**config.mk**
```make
export PLATFORM = sky130hd
export DESIGN_NAME = fb_port_arbiter_flat
export DESIGN_NICKNAME = d
export VERILOG_FILES = /design/src/rtl/fb_port_arbiter_pkg.sv /design/src/rtl/fb_port_arbiter_if.sv /design/src/rtl/fb_port_arbiter_read_tag_pipe.sv /design/src/rtl/fb_port_arbiter.sv /design/src/flat_wrapper.sv
export SDC_FILE = /design/constraint.sdc
export NUM_CORES = 1
export LEC_CHECK = 0
export CORE_MARGIN = 5
export CORE_UTILIZATION = 34
export CTS_CLUSTER_SIZE = 10
export DETAILED_ROUTE_END_ITERATION = 10
export GPL_TIMING_DRIVEN = 0
export PLACE_DENSITY = 0.76
export SKIP_LAST_GASP = 1
export SYNTH_ARGS = -nofsm -noshare
export SYNTH_HDL_FRONTEND = slang
export SYNTH_SLANG_ARGS = --single-unit
```
**constraint.sdc**
```tcl
create_clock -name clk -period 2 [get_ports clk]
set_input_delay 0.4 -clock clk [delete_from_list [all_inputs] [get_ports clk]]
set_output_delay 0.4 -clock clk [all_outputs]
set_load 0.05 [all_outputs]
```
**src/rtl/fb_port_arbiter_pkg.sv**
```systemverilog
// fb_pkg: shared widths, swap-state and owner enums, and the read tag for the framebuffer port-B arbiter.
package fb_pkg;
  localparam int DATA_W = 20;
  localparam int ADDR_W = 16;
  typedef enum logic [1:0] {RUN, WAIT_VS, DRAIN, SWAP} swap_state_e;
  typedef enum logic {OWN_DISP, OWN_ENG} owner_e;
  typedef struct packed {
    logic   valid;
    owner_e owner;
  } tag_t;
endpackage

```
**src/rtl/fb_port_arbiter_if.sv**
```systemverilog
// fb_port_arbiter_if: display, engine, frame-control and RAM port-B signals of the framebuffer arbiter.
interface fb_port_arbiter_if #(
  parameter int DATA_W = fb_pkg::DATA_W,
  parameter int ADDR_W = fb_pkg::ADDR_W
);
  logic              disp_req, disp_gnt, disp_rvalid;
  logic [ADDR_W-2:0] disp_addr;
  logic [DATA_W-1:0] disp_rdata;
  logic              eng_req, eng_we, eng_gnt, eng_rvalid, eng_done;
  logic [ADDR_W-2:0] eng_addr;
  logic [DATA_W-1:0] eng_wdata, eng_rdata;
  logic              vsync, gen_start, front_bank;
  logic [ADDR_W-1:0] mem_addr;
  logic              mem_we;
  logic [DATA_W-1:0] mem_wdata, mem_q;
  modport slave (
    input  disp_req, disp_addr, eng_req, eng_we, eng_addr, eng_wdata, eng_done, vsync, mem_q,
    output disp_gnt, disp_rvalid, disp_rdata, eng_gnt, eng_rvalid, eng_rdata, gen_start, front_bank,
           mem_addr, mem_we, mem_wdata
  );
  modport master (
    output disp_req, disp_addr, eng_req, eng_we, eng_addr, eng_wdata, eng_done, vsync, mem_q,
    input  disp_gnt, disp_rvalid, disp_rdata, eng_gnt, eng_rvalid, eng_rdata, gen_start, front_bank,
           mem_addr, mem_we, mem_wdata
  );
endinterface

```
**src/rtl/fb_port_arbiter_read_tag_pipe.sv**
```systemverilog
// fb_read_tag_pipe: fixed-depth delay line of read tags with an all-empty flag.
module fb_read_tag_pipe
  import fb_pkg::*;
#(
  parameter int DEPTH = 3
) (
  input  logic clk,
  input  logic reset,
  input  tag_t push,
  output tag_t pop,
  output logic empty
);
  tag_t stg [DEPTH];
  always_ff @(posedge clk or posedge reset)
    if (reset) for (int i = 0; i < DEPTH; i++) stg[i] <= '0;
    else begin
      stg[0] <= push;
      for (int i = 1; i < DEPTH; i++) stg[i] <= stg[i-1];
    end
  always_comb begin
    empty = 1'b1;
    for (int i = 0; i < DEPTH; i++) empty = empty && !stg[i].valid;
  end
  assign pop = stg[DEPTH-1];
endmodule

```
**src/rtl/fb_port_arbiter.sv**
```systemverilog
// fb_port_arbiter: port-B arbiter (display priority, engine anti-starvation) with vsync-timed bank swap.
// FB_ARB_PERF_EN adds eng_stall_cnt and frame_repeat_cnt outputs.
module fb_port_arbiter #(
  parameter int DATA_W     = fb_pkg::DATA_W,
  parameter int ADDR_W     = fb_pkg::ADDR_W,
  parameter int READ_LAT   = 2,
  parameter int STARVE_MAX = 64
) (
  input  logic               clk,
  input  logic               reset,
  fb_port_arbiter_if.slave   bus
`ifdef FB_ARB_PERF_EN
  ,
  output logic [31:0]        eng_stall_cnt,
  output logic [15:0]        frame_repeat_cnt
`endif
);
  import fb_pkg::*;
  localparam int SW = $clog2(STARVE_MAX + 1);
  swap_state_e       state;
  logic [SW-1:0]     starve_cnt;
  logic              front_bank, gen_start, mem_we, starved, disp_ok, eng_ok, eng_gnt, disp_gnt, empty;
  logic [ADDR_W-1:0] mem_addr;
  logic [DATA_W-1:0] mem_wdata;
  tag_t              push, pop;
  always_comb begin
    disp_ok  = !reset && (state == RUN || state == WAIT_VS);
    eng_ok   = !reset && state == RUN;
    starved  = starve_cnt == SW'(STARVE_MAX);
    eng_gnt  = eng_ok && bus.eng_req && (starved || !bus.disp_req);
    disp_gnt = disp_ok && bus.disp_req && !eng_gnt;
    push     = '{valid: disp_gnt || (eng_gnt && !bus.eng_we), owner: disp_gnt ? OWN_DISP : OWN_ENG};
  end
  always_ff @(posedge clk or posedge reset)
    if (reset) begin
      starve_cnt <= '0;
      mem_addr   <= '0;
      mem_we     <= 1'b0;
      mem_wdata  <= '0;
    end else begin
      starve_cnt <= eng_gnt ? '0 : (disp_gnt && bus.eng_req && !starved) ? starve_cnt + 1'b1 : starve_cnt;
      mem_we     <= eng_gnt && bus.eng_we;
      if (disp_gnt) mem_addr <= {front_bank, bus.disp_addr};
      else if (eng_gnt) begin
        mem_addr  <= {front_bank ^ bus.eng_we, bus.eng_addr};
        mem_wdata <= bus.eng_wdata;
      end
    end
  // front_bank and gen_start change on the same edge so gen_start marks the new bank's first cycle
  always_ff @(posedge clk or posedge reset)
    if (reset) begin
      state      <= RUN;
      front_bank <= 1'b0;
      gen_start  <= 1'b0;
    end else begin
      gen_start <= 1'b0;
      case (state)
        RUN:     if (bus.eng_done) state <= WAIT_VS;
        WAIT_VS: if (bus.vsync) state <= DRAIN;
        DRAIN:   if (empty) begin
          state      <= SWAP;
          front_bank <= ~front_bank;
          gen_start  <= 1'b1;
        end
        default: state <= RUN;
      endcase
    end
  fb_read_tag_pipe #(.DEPTH(READ_LAT + 1)) u_tags (
    .clk   (clk),
    .reset (reset),
    .push  (push),
    .pop   (pop),
    .empty (empty)
  );
  assign bus.disp_gnt    = disp_gnt;
  assign bus.eng_gnt     = eng_gnt;
  assign bus.front_bank  = front_bank;
  assign bus.gen_start   = gen_start;
  assign bus.mem_addr    = mem_addr;
  assign bus.mem_we      = mem_we;
  assign bus.mem_wdata   = mem_wdata;
  assign bus.disp_rvalid = pop.valid && pop.owner == OWN_DISP;
  assign bus.eng_rvalid  = pop.valid && pop.owner == OWN_ENG;
  assign bus.disp_rdata  = (pop.valid && pop.owner == OWN_DISP) ? bus.mem_q : '0;
  assign bus.eng_rdata   = (pop.valid && pop.owner == OWN_ENG) ? bus.mem_q : '0;
`ifdef FB_ARB_PERF_EN
  always_ff @(posedge clk or posedge reset)
    if (reset) begin
      eng_stall_cnt    <= '0;
      frame_repeat_cnt <= '0;
    end else begin
      eng_stall_cnt    <= eng_stall_cnt + 32'(bus.eng_req && !eng_gnt);
      frame_repeat_cnt <= frame_repeat_cnt + 16'(state == RUN && bus.vsync);
    end
`endif
endmodule

```
**src/flat_wrapper.sv**
```systemverilog
// flat-port wrapper written by rule: the top's interface ports become plain ports
module fb_port_arbiter_flat import fb_pkg::*;
#(
  parameter int DATA_W     = fb_pkg::DATA_W,
  parameter int ADDR_W     = fb_pkg::ADDR_W,
  parameter int READ_LAT   = 2,
  parameter int STARVE_MAX = 64
)
  (clk, reset, bus_disp_req, bus_disp_addr, bus_eng_req, bus_eng_we, bus_eng_addr, bus_eng_wdata, bus_eng_done, bus_vsync, bus_mem_q, bus_disp_gnt, bus_disp_rvalid, bus_disp_rdata, bus_eng_gnt, bus_eng_rvalid, bus_eng_rdata, bus_gen_start, bus_front_bank, bus_mem_addr, bus_mem_we, bus_mem_wdata);
  fb_port_arbiter_if #(.DATA_W(DATA_W), .ADDR_W(ADDR_W)) bus_i ();
  input  logic clk;
  input  logic reset;
  input wire logic [$bits(bus_i.disp_req)-1:0] bus_disp_req;
  input wire logic [$bits(bus_i.disp_addr)-1:0] bus_disp_addr;
  input wire logic [$bits(bus_i.eng_req)-1:0] bus_eng_req;
  input wire logic [$bits(bus_i.eng_we)-1:0] bus_eng_we;
  input wire logic [$bits(bus_i.eng_addr)-1:0] bus_eng_addr;
  input wire logic [$bits(bus_i.eng_wdata)-1:0] bus_eng_wdata;
  input wire logic [$bits(bus_i.eng_done)-1:0] bus_eng_done;
  input wire logic [$bits(bus_i.vsync)-1:0] bus_vsync;
  input wire logic [$bits(bus_i.mem_q)-1:0] bus_mem_q;
  output wire logic [$bits(bus_i.disp_gnt)-1:0] bus_disp_gnt;
  output wire logic [$bits(bus_i.disp_rvalid)-1:0] bus_disp_rvalid;
  output wire logic [$bits(bus_i.disp_rdata)-1:0] bus_disp_rdata;
  output wire logic [$bits(bus_i.eng_gnt)-1:0] bus_eng_gnt;
  output wire logic [$bits(bus_i.eng_rvalid)-1:0] bus_eng_rvalid;
  output wire logic [$bits(bus_i.eng_rdata)-1:0] bus_eng_rdata;
  output wire logic [$bits(bus_i.gen_start)-1:0] bus_gen_start;
  output wire logic [$bits(bus_i.front_bank)-1:0] bus_front_bank;
  output wire logic [$bits(bus_i.mem_addr)-1:0] bus_mem_addr;
  output wire logic [$bits(bus_i.mem_we)-1:0] bus_mem_we;
  output wire logic [$bits(bus_i.mem_wdata)-1:0] bus_mem_wdata;
  assign bus_i.disp_req = bus_disp_req;
  assign bus_i.disp_addr = bus_disp_addr;
  assign bus_i.eng_req = bus_eng_req;
  assign bus_i.eng_we = bus_eng_we;
  assign bus_i.eng_addr = bus_eng_addr;
  assign bus_i.eng_wdata = bus_eng_wdata;
  assign bus_i.eng_done = bus_eng_done;
  assign bus_i.vsync = bus_vsync;
  assign bus_i.mem_q = bus_mem_q;
  assign bus_disp_gnt = bus_i.disp_gnt;
  assign bus_disp_rvalid = bus_i.disp_rvalid;
  assign bus_disp_rdata = bus_i.disp_rdata;
  assign bus_eng_gnt = bus_i.eng_gnt;
  assign bus_eng_rvalid = bus_i.eng_rvalid;
  assign bus_eng_rdata = bus_i.eng_rdata;
  assign bus_gen_start = bus_i.gen_start;
  assign bus_front_bank = bus_i.front_bank;
  assign bus_mem_addr = bus_i.mem_addr;
  assign bus_mem_we = bus_i.mem_we;
  assign bus_mem_wdata = bus_i.mem_wdata;
  fb_port_arbiter #(.DATA_W(DATA_W), .ADDR_W(ADDR_W), .READ_LAT(READ_LAT), .STARVE_MAX(STARVE_MAX)) u_core (.clk(clk), .reset(reset), .bus(bus_i));
endmodule
```
==> results.tsv <==
stage	metric	value	unit
outcome	status	complete, but fails checks	
outcome	failing checks	negative setup slack	
clock_network	Clock Sinks	54	
sta	Worst Tran Pin Value	747.5	ps
drt	drt wl/cell	16.82	um
setup_path	critical path class	reg2out	
min_path	worst min path class	in2async	
floorplan	Initial Util	0.3523	
floorplan	chip width	99.71	um
sta	setup ws final	-514.6	ps
layout	area occupied by multi-input gates	1291	um^2
drt	Initial DRT Pass Iterations	4	
setup_path	CP max-delay cell	or4b_4	
setup_path	CP endpoint kind	output port	
drt	via count	2444	
setup_path	Worst Path Buf+Inv	5	
layout	Reg area	1353	um^2
logic_synthesis	post-synthesis cell count	225	
clock_network	CTS max path bufs	2	
drt	Via-to-Cell Ratio	4.840	
place	IO buf count	159	
drt	detailed-route DRC error count	0	
layout	Area Growth Syn to Fin	71.10	%
logic_synthesis	Mapped Nets	308	
sta	RSZ-0062 raised after global routing	true	
floorplan	die area	9942	um^2
setup_path	CP required	1600	ps
sta	max_slew headroom	0.4989	
setup_path	Critical Path Most Common Cell	buf_12	
sta	Max Clk Rate	397.7	MHz
logic_synthesis	post-synth cell types	39	
floorplan	row count	32	
sta	Total Neg Setup Slack	-4556	ps
sta	post-route clock period utilization	1.257	
logic_synthesis	number of synthesized register bits	54	
global_routing	initial antenna violation count	0	
drt	DRT iter0 DRCs	52	
clock_network	CTS Buf Count	5	
logic_synthesis	Mean Syn Cell Area	12.16	um^2
power_and_ir_drop	Pleak	2.049	nW
global_routing	total global routing overflow	0	
sta	min Tclk post-route	2515	ps
sta	max-slew violation count	0	
logic_synthesis	top cell type's share of synthesized area	0.4938	
setup_path	slowest cell delay on critical path	480	ps
logic_synthesis	number of synthesized flops with an enable pin	0	
clock_network	clock latency on the worst-skew pair	300	ps
place	Placer Congestion	0.9028	
layout	number of nets in the layout	485	
layout	# diodes	0	
sta	clock skew	5.175	ps
power_and_ir_drop	Max VDD drop	888.4	uV
setup_path	CP Launch Type	register	
clock_network	clock root cell	clkbuf_8	
setup_path	Worst R2R End	u_core.bus.mem_wdata[0]$_DFFE_PP0P_	
setup_path	Crit. path cell count	10	
clock_network	H-tree Lvls	2	
setup_path	R2R Path Start	u_core.starve_cnt[0]$_DFFE_PP0P_	
setup_path	reg2reg path depth	11	
floorplan	die span in y	99.71	um
place	placed wire-length estimate	6233	um
logic_synthesis	ys flop type	dfrtp_1	
setup_path	worst path cell trace	inv_1 > ha_1 > or4b_4 > o21ai_4 > nand2_4 > clkinv_4 > buf_12 > buf_12 > nor2_4 > buf_6	
global_routing	total track usage	0.1690	
global_routing	largest net degree at the start of global routing	28	
global_routing	number of global-route vias before repair	2604	
global_routing	first-pass GRT wire length	13300	um
setup_path	Arr. time, crit path	2110	ps
power_and_ir_drop	Power Total	6.691	mW
power_and_ir_drop	power density cells	1429	nW/um^2
logic_synthesis	sequential area share after synthesis	0.4938	
logic_synthesis	Synth Cell Area	2736	um^2
setup_path	Critical Path Fanout Max	5	
drt	drt total wl	8493	um
logic_synthesis	top post-synthesis cells by area	dfrtp_1 49%, mux2_2 21%, and2_1 4.8%	
setup_path	register-to-register setup slack	-240	ps
logic_synthesis	FFs w/ async S/R, synth	1.000	
clock_network	TritonCTS clock tree	yes	
clock_network	CTS clk-pin slew, worst paths	100	ps
logic_synthesis	YS warnings	0	
flow_run	number of max-cap violations	0	
setup_path	Critical Path Source	u_core.starve_cnt[0]$_DFFE_PP0P_	
sta	final setup vio count	35	
floorplan	Core Area	7767	um^2
setup_path	Worst path top cell family by delay	simple AND/OR/NAND/NOR gates	
sta	final hold vios	0	
clock_network	hold_buf cts	0	
drt	ANT nets after route	0	
layout	share of layout cells above drive strength 1	0.3499	
setup_path	worst setup path end	bus_disp_gnt	
floorplan	num ports	160	
logic_synthesis	cell taking the most area after synthesis	dfrtp_1	
layout	Filler cells	678	
## placed cells by master, fill, tap and decap left out, drive strengths merged, types with 7 or more instances in the layout
cell type,count
and2,21
clkdlybuf4s15,22
buf,24
mux2,51
and3,21
clkdlybuf4s50,113
dfrtp,54
nand2,7
clkbuf,24
nor2,9
## power by group
group	internal (mW)	total, mW	leakage [nW]	switching (mW)
Sequential	1.56	1.83	0.657	0.273
Combinational	1.65	4.21	1.34	2.56
Clock	0.279	0.642	0.0472	0.363
## worst min-delay path by stage
stage	cells past startpoint	from	slack (ps)	to
CTS	2	reset	350	u_core.u_tags.stg[4]$_DFF_PP0_
finish	2	reset	360	u_core.u_tags.pop[1]$_DFF_PP0_
global placement	0	u_core.u_tags.stg[2]$_DFF_PP0_	340	u_core.u_tags.pop[0]$_DFF_PP0_
floorplan	0	u_core.u_tags.stg[2]$_DFF_PP0_	330	u_core.u_tags.pop[0]$_DFF_PP0_
global route	0	u_core.u_tags.stg[4]$_DFF_PP0_	370	u_core.u_tags.stg[2]$_DFF_PP0_
detailed placement	0	u_core.u_tags.stg[4]$_DFF_PP0_	330	u_core.u_tags.stg[2]$_DFF_PP0_
## state kept, by name, indices dropped and copies added, names as in the netlist
name                   count
u_core.bus.front_bank      1
u_core.bus.gen_start       1
u_core.bus.mem_addr       16
u_core.bus.mem_wdata      20
u_core.bus.mem_we          1
u_core.starve_cnt          7
u_core.state               2
u_core.u_tags.pop          2
u_core.u_tags.stg          4
## worst reg2reg max path: cells and delay by family, from the launching register on
| family | cells | cell delay [ps] |
|---|---|---|
| muxes | 1 | 280 |
| buffers and inverters | 6 | 540 |
| adders and majority gates | 1 | 130 |
| AOI/OAI and AO/OA | 1 | 170 |
| DFF | 1 | 430 |
| and+or+nand+nor | 2 | 570 |
## final cells by class
| class | instances | share of cell area |
|---|---|---|
| timing repair buffer | 170 | 0.3570 |
| sequential | 54 | 0.2889 |
| multi-input combinational | 151 | 0.2758 |
| tap | 102 | 0.02726 |
| buffer | 10 | 0.01978 |
| clock buffer | 6 | 0.01764 |
| inverter | 8 | 0.008284 |
| clock inverter | 2 | 0.002672 |
| timing repair inverter | 2 | 0.002672 |
## cell families (layout without fill, tap and decap cells)
kind of cell | Yosys count | after routing | synth area share
buffers and inverters | 20 | 198 | 0.04527
and+or+nand+nor | 75 | 75 | 0.1669
adders and majority gates | 6 | 6 | 0.02743
xor gates and xnor gates | 5 | 5 | 0.01600
AOI/OAI and AO/OA | 14 | 14 | 0.03933
DFF | 54 | 54 | 0.4938
muxes | 51 | 51 | 0.2112
## cell usage after synthesis, types with 3 or more instances
master,number
a21oi_1,3
and3_1,21
xnor2_1,4
mux2_2,50
and2_1,21
dfrtp_1,54
o31ai_1,3
nand2_1,6
nor2_1,9
clkbuf_1,7
nor4_1,3
ha_1,6
inv_1,7
## per-stage QoR
stage	area, um^2	setup WS (ps)	std cells	util	hold slack, ps
6_report	4682	-514.6	505	0.6028	356.9
5_1_grt	4682	-606.7	505	0.6028	366.1
4_1_cts	4578	-592.2	502	0.5894	350.9
3_5_place_dp	4474	-1072	486	0.5760	334.7
3_3_place_gp	4474	-1024	486	0.5760	337.6
2_1_floorplan	2755	-149.2	225	-	331.2
## routing by layer
layer | GRT usage | vias up | part of all wire
li1 | - | 1147 | -
met1 | 0.1957 | 1161 | 0.38
met2 | 0.2971 | 126 | 0.50
met3 | 0.06171 | 10 | 0.10
met4 | 0.03782 | 0 | 0.011
met5 | 0 | - | 0
## repair_timing
item | CTS | global route
gates cloned | 2 | 1
setup endpoints to repair | 82 | 84
buffers inserted | 7 | 4
resized for setup | 187 | 25
pin swaps | 3 | 2
Note: power is estimated with default switching activity, not from simulation.
